## config.mk

```make
export PLATFORM = sky130hd
export DESIGN_NAME = hazard_unit
export DESIGN_NICKNAME = d
export VERILOG_FILES = /design/src/rtl/hazard_unit.sv
export SDC_FILE = /design/constraint.sdc
export NUM_CORES = 1
export LEC_CHECK = 0
export ABC_AREA = 1
export BUFFER_PORTS_ARGS = -buffer_cell sky130_fd_sc_hd__buf_2
export CELL_PAD_IN_SITES_DETAIL_PLACEMENT = 2
export CELL_PAD_IN_SITES_GLOBAL_PLACEMENT = 2
export CORE_MARGIN = 4
export CORE_UTILIZATION = 19
export DETAILED_ROUTE_END_ITERATION = 16
export GPL_TIMING_DRIVEN = 1
export PLACE_DENSITY = 0.91
export REMOVE_ABC_BUFFERS = 1
export SLEW_MARGIN = 20
export SYNTH_ARGS = -nofsm -noshare
export SYNTH_HDL_FRONTEND = slang
export SYNTH_SLANG_ARGS = --single-unit
```

## constraint.sdc

```tcl
create_clock -name clk -period 4 [get_ports clk]
set_input_delay 0.8 -clock clk [delete_from_list [all_inputs] [get_ports clk]]
set_output_delay 0.8 -clock clk [all_outputs]
set_load 0.01 [all_outputs]
```

## src/rtl/hazard_unit.sv

```systemverilog
// Pipeline hazard unit: operand forwarding, load-use and branch stalls,
// exception flushes, and the two-state handshake with the iterative divider.
module hazard_unit #(
  parameter int REG_AW = 5
) (
  input  logic              clk,
  input  logic              rst,
  input  logic [REG_AW-1:0] rsD,
  input  logic [REG_AW-1:0] rtD,
  input  logic [REG_AW-1:0] rsE,
  input  logic [REG_AW-1:0] rtE,
  input  logic [REG_AW-1:0] writeregE,
  input  logic [REG_AW-1:0] writeregM,
  input  logic [REG_AW-1:0] writeregW,
  input  logic              regwriteE,
  input  logic              regwriteM,
  input  logic              regwriteW,
  input  logic              memtoregE,
  input  logic              memtoregM,
  input  logic              branchD,
  input  logic              jrD,
  input  logic              divE,
  input  logic              div_ready,
  input  logic              exceptM,
  output logic              div_start,
  output logic              stallF,
  output logic              stallD,
  output logic              stallE,
  output logic              stallM,
  output logic              stallW,
  output logic              flushD,
  output logic              flushE,
  output logic              flushM,
  output logic              flushW,
  output logic              forwardaD,
  output logic              forwardbD,
  output logic [1:0]        forwardaE,
  output logic [1:0]        forwardbE
);

  // state | meaning
  // IDLE  | no divide in flight; a DIV arriving in E starts one
  // BUSY  | divider running; E is held until div_ready or an exception
  typedef enum logic {IDLE = 1'b0, BUSY = 1'b1} div_state_e;

  div_state_e state_q;

  logic lwstall;
  logic branchstall;
  logic divstall;
  logic br_hit_e;
  logic br_hit_m;

  // Divider state: exceptions abort a running divide, reset overrides everything.
  always_ff @(posedge clk) begin
    if (rst) begin
      state_q <= IDLE;
    end else begin
      case (state_q)
        IDLE:    if (divE && !exceptM) state_q <= BUSY;
        BUSY:    if (div_ready || exceptM) state_q <= IDLE;
        default: state_q <= IDLE;
      endcase
    end
  end

  // E-stage operand forwarding; the M stage is newer so it wins over W.
  always_comb begin
    forwardaE = 2'b00;
    if (rsE != '0 && regwriteM && rsE == writeregM)      forwardaE = 2'b10;
    else if (rsE != '0 && regwriteW && rsE == writeregW) forwardaE = 2'b01;
    forwardbE = 2'b00;
    if (rtE != '0 && regwriteM && rtE == writeregM)      forwardbE = 2'b10;
    else if (rtE != '0 && regwriteW && rtE == writeregW) forwardbE = 2'b01;
  end

  // D-stage comparator forwarding from M only.
  always_comb begin
    forwardaD = (rsD != '0) && regwriteM && (rsD == writeregM);
    forwardbD = (rtD != '0) && regwriteM && (rtD == writeregM);
  end

  // Stall sources. Register 0 may match here: an extra stall is harmless.
  always_comb begin
    lwstall     = memtoregE && ((rtE == rsD) || (rtE == rtD));
    br_hit_e    = regwriteE && ((writeregE == rsD) || (writeregE == rtD));
    br_hit_m    = memtoregM && ((writeregM == rsD) || (writeregM == rtD));
    branchstall = (branchD || jrD) && (br_hit_e || br_hit_m);
    // Released in the div_ready cycle so the DIV leaves E at the next edge.
    div_start   = ((state_q == IDLE) && divE && !exceptM) ||
                  ((state_q == BUSY) && !div_ready && !exceptM);
    divstall    = div_start;
  end

  // Stall/flush combination; an exception flushes everything and stalls nothing.
  always_comb begin
    stallF = 1'b0;
    stallD = 1'b0;
    stallE = 1'b0;
    stallM = 1'b0;
    stallW = 1'b0;
    flushD = 1'b0;
    flushE = 1'b0;
    flushM = 1'b0;
    flushW = 1'b0;
    if (exceptM) begin
      flushD = 1'b1;
      flushE = 1'b1;
      flushM = 1'b1;
      flushW = 1'b1;
    end else begin
      stallF = lwstall || branchstall || divstall;
      stallD = lwstall || branchstall || divstall;
      stallE = divstall;
      flushE = (lwstall || branchstall) && !divstall;
      // Bubble into M while the DIV is held in E.
      flushM = divstall;
    end
  end

endmodule

```

After elaboration in Yosys (flattened, before gate mapping)
Cells that the tools add are included.
{"block": "classes", "n_eq_ne": 12, "n_mux": 12, "bitwise": 1, "reduce_logical": 38}
{"operator": "$eq 5x5->1", "n": 12}
{"operator": "$logic_and 1x1->1", "n": 22}
{"operator": "$reduce_bool 5->1", "n": 4}
{"operator": "$logic_or 1x1->1", "n": 9}
{"operator": "$mux 1", "n": 9}
{"operator": "$mux 2", "n": 2}
{"operator": "$logic_not 1->1", "n": 3}
{"operator": "$pmux 1 s2", "n": 1}
{"operator": "$not 1->1", "n": 1}
{"block": "word_totals", "reg_bits": 1, "in_bits": 47, "output_inout_bits": 16, "word_cells": 64}

Logic depth before layout (Yosys ltp)
{"block": "depth", "word_depth": 8, "ltp_mapped": 13, "mapped_depth_nobuf": 12}

Worst setup path after synthesis
Ideal clock, no wire load.
{"block": "synth_path", "kind": "input -> output", "startpoint": "input rtE[2]", "endpoint": "output stallF", "arrival_ns": 1.732, "required_time_ns": 3.200, "slack_ns": 1.468, "stages": 10, "n_path_buf": 2, "cell_sequence": "buf_2 > xor2_1 > a21oi_1 > nand3_1 > nand2_1 > nand2_1 > nand2_1 > nand2_1 > nand2_1 > buf_4"}
{"block": "synth_via", "elab_chain_len": 6, "word_cells_on_any_way": 7, "cone_classes": "eq/ne: 2; mux: 1; reduce/logical: 4"}
{"element": "start, declared", "line": "11", "rtl": "input logic [REG_AW-1:0] rtE,"}
{"element": "$eq 5x5->1", "line": "85", "rtl": "lwstall = memtoregE && ((rtE == rsD) || (rtE == rtD));"}
{"element": "$logic_or 1x1->1 *", "line": "85"}
{"element": "$logic_and 1x1->1 *", "line": "85"}
{"element": "$logic_or 1x1->1 * (2 in series)"}
{"element": "$mux 1 *"}
{"element": "end, declared", "line": "26", "rtl": "output logic stallF,"}
Mark *: on every way between the ends. The rest lies on a longest branch, timed or not.

Worst setup path after layout
{"block": "layout_path", "startpoint": "input rsD[3]", "endpoint": "output stallF"}
{"block": "layout_via", "elab_chain_len": 8, "word_cells_on_any_way": 14, "cone_classes": "eq/ne: 3; mux: 1; reduce/logical: 10"}
{"element": "start, declared", "line": "8", "rtl": "input logic [REG_AW-1:0] rsD,"}
{"element": "$eq 5x5->1 (on tied branches)", "line": "86, 87"}
{"element": "$logic_or 1x1->1 (on tied branches)", "line": "86, 87"}
{"element": "$logic_and 1x1->1 (on tied branches)", "line": "86, 87"}
{"element": "$logic_or 1x1->1", "line": "88", "rtl": "branchstall = (branchD || jrD) && (br_hit_e || br_hit_m);"}
{"element": "$logic_and 1x1->1", "line": "88"}
{"element": "$logic_or 1x1->1 * (2 in series)", "line": "112", "rtl": "stallF = lwstall || branchstall || divstall;"}
{"element": "$mux 1 *", "line": "106", "rtl": "if (exceptM) begin"}
Marked as above.

==> run metrics <==
final weighted congestion in routability-driven placement=a little over 0.8; period utilization=between 60% and 70%; slowest cell on the critical path=sky130_fd_sc_hd__nor2_1; largest area contributor in the synthesized netlist=sky130_fd_sc_hd__nand2_1; Crit path arrival time=1.96 ns; via count of the first global-routing pass=about 1500; initial drt markers=33; share of post-route cells with drive strength above 1=between 20% and 30%; distinct cell type count after synthesis=24; Starting Density=around 20%; busiest layer in global routing=met2; worst path buffer plus inverter count=3; largest driver fanout on the critical path=5; initial antenna violation count=0; post-cts resize count=0; count of vias placed by the detailed router=about 1400; grt ovf=0; number of stages on the worst hold path=4; clock latency on the worst-skew pair=0 ns; first drt pass iteration count=4; top cells by area, synth=sky130_fd_sc_hd__nand2_1 (30%), sky130_fd_sc_hd__xnor2_1 (10%), sky130_fd_sc_hd__xor2_1 (9.3%); sequential cell area fraction in the yosys report=2.130%; Hold/Removal Path Class=reg2reg; Tmin final=2.764 ns; Syn Inst Count=about 190; die boundary width=between 70 and 80 µm; critical-path cell list=buf_2 -> inv_1 -> nand2_1 -> nand2_1 -> nor2_1 -> nand3_1 -> nand2_1 -> nand2_1 -> nand2_1 -> nand2_1 -> nand2_1 -> nand2_1 -> nand2_1 -> buf_2; wire length per cell=13.87 µm; Final Instance Count excl. Fillers=about 300; final-report max-slew violation count=0; Fin Hold WS=0.7367 ns; Power Density=approximately 110 nW/µm²; met3 global-route usage=less than 1%; Post-Syn Area=~940 µm²; R2R depth=5; global-route wire length before repair=slightly above 7000 µm; flip-flop count of the largest register after layout=1; critical path capture point type=output port; most common cell type on the critical path=sky130_fd_sc_hd__nand2_1; f_max=roughly 0.36 GHz; CTS clk-pin slew, worst paths=0 ns; required time at the worst-slack endpoint=roughly 3.2 ns; RR Startpoint=state_q; end of the worst register-to-register path=state_q; total power=0.1400 mW; area added between synthesis and finish=35.69%; launch instance of the worst min-delay path=state_q; Die Outline Area=between 6000 and 7000 µm²; largest stage delay on the critical path=about 0.15 ns; FF-to-FF setup slack=roughly 3.2 ns; number of vias per cell=between 4 and 5; standard-cell row count=25; category of the most critical setup path=in2out; post-layout net count=about 290; sum of negative setup slack=0 ns; Post-CTS Setup Inserts=0; number of diodes added for antenna fixing=0; I/O Pins=between 60 and 70; Regs by FF count=state_q: 1 flops; GR Util met1=~17%; Post-Syn Area per Cell=just under 5 µm²; status=finished, final reports clean; leakage power summed over all cells=0.7673 nW; number of synthesized register bits=1; DRC violations left=0; Setup crit start kind=input pin; largest net degree at the start of global routing=7; Final Hold Violating Endpoints=0; die span in y=between 70 and 80 µm; placement-stage worst setup slack=between 1 and 1.5 ns; Clock Skews=0 ns; cell family with most CP delay=simple AND/OR/NAND/NOR gates; worst setup slack after layout=between 1 and 1.5 ns; combined global-route utilization of all metal layers=between 10 and 15%; # port buffers=60; Synth warnings=0; Hold Path Sink=state_q; number of nets with antenna violations after detailed routing=0; number of max-cap violations=0; post-detailed-routing wire length=~4300 µm; CTS Hold Bufs=0; RSZ-0062 raised after global routing=false; largest vdd supply drop=0.00002586 V; core box area=roughly 4800 µm²; register with the most flip-flops=state_q; global-route met2 utilization=about 28%; detailed placement HPWL=~4000 µm; final setup violation count=0; fraction of synthesized cell area taken by the top area cell type=between 20 and 30%; Placed Instances=around 310
cell type report:
type | count | area, µm²
well taps | 67 | 83.83
multi-input cells | 154 | 769.5
fillers | 642 | 3480
flip-flops and latches | 1 | 20.02
inverters | 27 | 101.3
repair buffers | 60 | 300.3
cells in the final DEF, fill, tap and decap left out, drive strengths merged, types with 2 or more instances in the layout:
cell   instances
nor2          22
conb           2
inv           27
xnor2         11
xor2          10
nand3          7
a21oi          6
buf           60
nand4          3
or2            3
o22ai          3
nor3           2
nor4           6
nand2         74
report_power, final:
group          switching, mW  internal, mW  leakage, nW  total [mW]
logic                 0.0771        0.0519        0.759       0.129
clock network              0             0            0           0
registers           0.000349        0.0107      0.00822      0.0110
total                 0.0774        0.0625        0.767       0.140
kinds of logic (layout without fill, tap and decap cells):
group | count (synthesis) | after routing | share of synthesized area, %
AND/OR/NAND/NOR | 118 | 118 | 53.26
buffers and inverters | 35 | 87 | 16.38
XOR/XNOR | 21 | 21 | 19.57
AO/OA/AOI/OAI | 13 | 13 | 8.256
other | 1 | 2 | 0.3991
flip-flops | 1 | 1 | 2.131
synthesized netlist by cell type:
library cell,number
sky130_fd_sc_hd__nor4_2,2
sky130_fd_sc_hd__nand3_1,7
sky130_fd_sc_hd__or2_2,2
sky130_fd_sc_hd__xnor2_1,11
sky130_fd_sc_hd__nor2_1,22
sky130_fd_sc_hd__buf_4,5
sky130_fd_sc_hd__o22ai_1,3
sky130_fd_sc_hd__nand2_1,74
sky130_fd_sc_hd__a211oi_1,1
sky130_fd_sc_hd__buf_2,3
sky130_fd_sc_hd__dfxtp_1,1
sky130_fd_sc_hd__a311oi_1,1
sky130_fd_sc_hd__nor3_1,2
sky130_fd_sc_hd__a21boi_0,1
sky130_fd_sc_hd__nand3b_1,1
sky130_fd_sc_hd__nand4_1,3
sky130_fd_sc_hd__or2_0,1
sky130_fd_sc_hd__a21oi_1,6
sky130_fd_sc_hd__xor2_1,10
sky130_fd_sc_hd__o21ai_0,1
sky130_fd_sc_hd__inv_2,4
sky130_fd_sc_hd__nor4_1,4
sky130_fd_sc_hd__inv_1,23
sky130_fd_sc_hd__conb_1,1
through the flow:
step | util, % | instance area (µm²)
2_1_floorplan | - | 890.9
3_3_place_gp | 26.82 | 1275
3_5_place_dp | 26.82 | 1275
4_1_cts | 26.82 | 1275
5_1_grt | 26.82 | 1275
6_report | 26.82 | 1275
layer usage:
metal / wire (µm) / vias to the layer above / part of all wire [%]
met3: 144 / 0 / 3.4
li1: - / 686 / -
met2: 2278 / 19 / 53
met4: 0 / 0 / 0
met5: 0 / - / 0
met1: 1864 / 652 / 43
worst max-delay path by stage:
stage | start | end | slack, ns | cells past startpoint
after floorplan | writeregM[2] | forwardaE[0] | 1.57 | 5
after global placement | rsD[3] | stallF | 1.28 | 14
after detailed placement | rsD[3] | stallF | 1.25 | 14
after CTS | rsD[2] | stallF | 1.23 | 14
after global routing | rsD[3] | stallF | 1.04 | 14
final | rsD[3] | stallF | 1.24 | 14
worst reg2reg max path, stage by stage, from the launching register on:
cell,delay (ns)
sky130_fd_sc_hd__dfxtp_1,0.30
sky130_fd_sc_hd__nand2_1,0.08
sky130_fd_sc_hd__nand2_1,0.08
sky130_fd_sc_hd__nor2_1,0.13
sky130_fd_sc_hd__inv_1,0.10
sky130_fd_sc_hd__nor2_1,0.10
No activity file was read; power rests on OpenSTA's default activity.
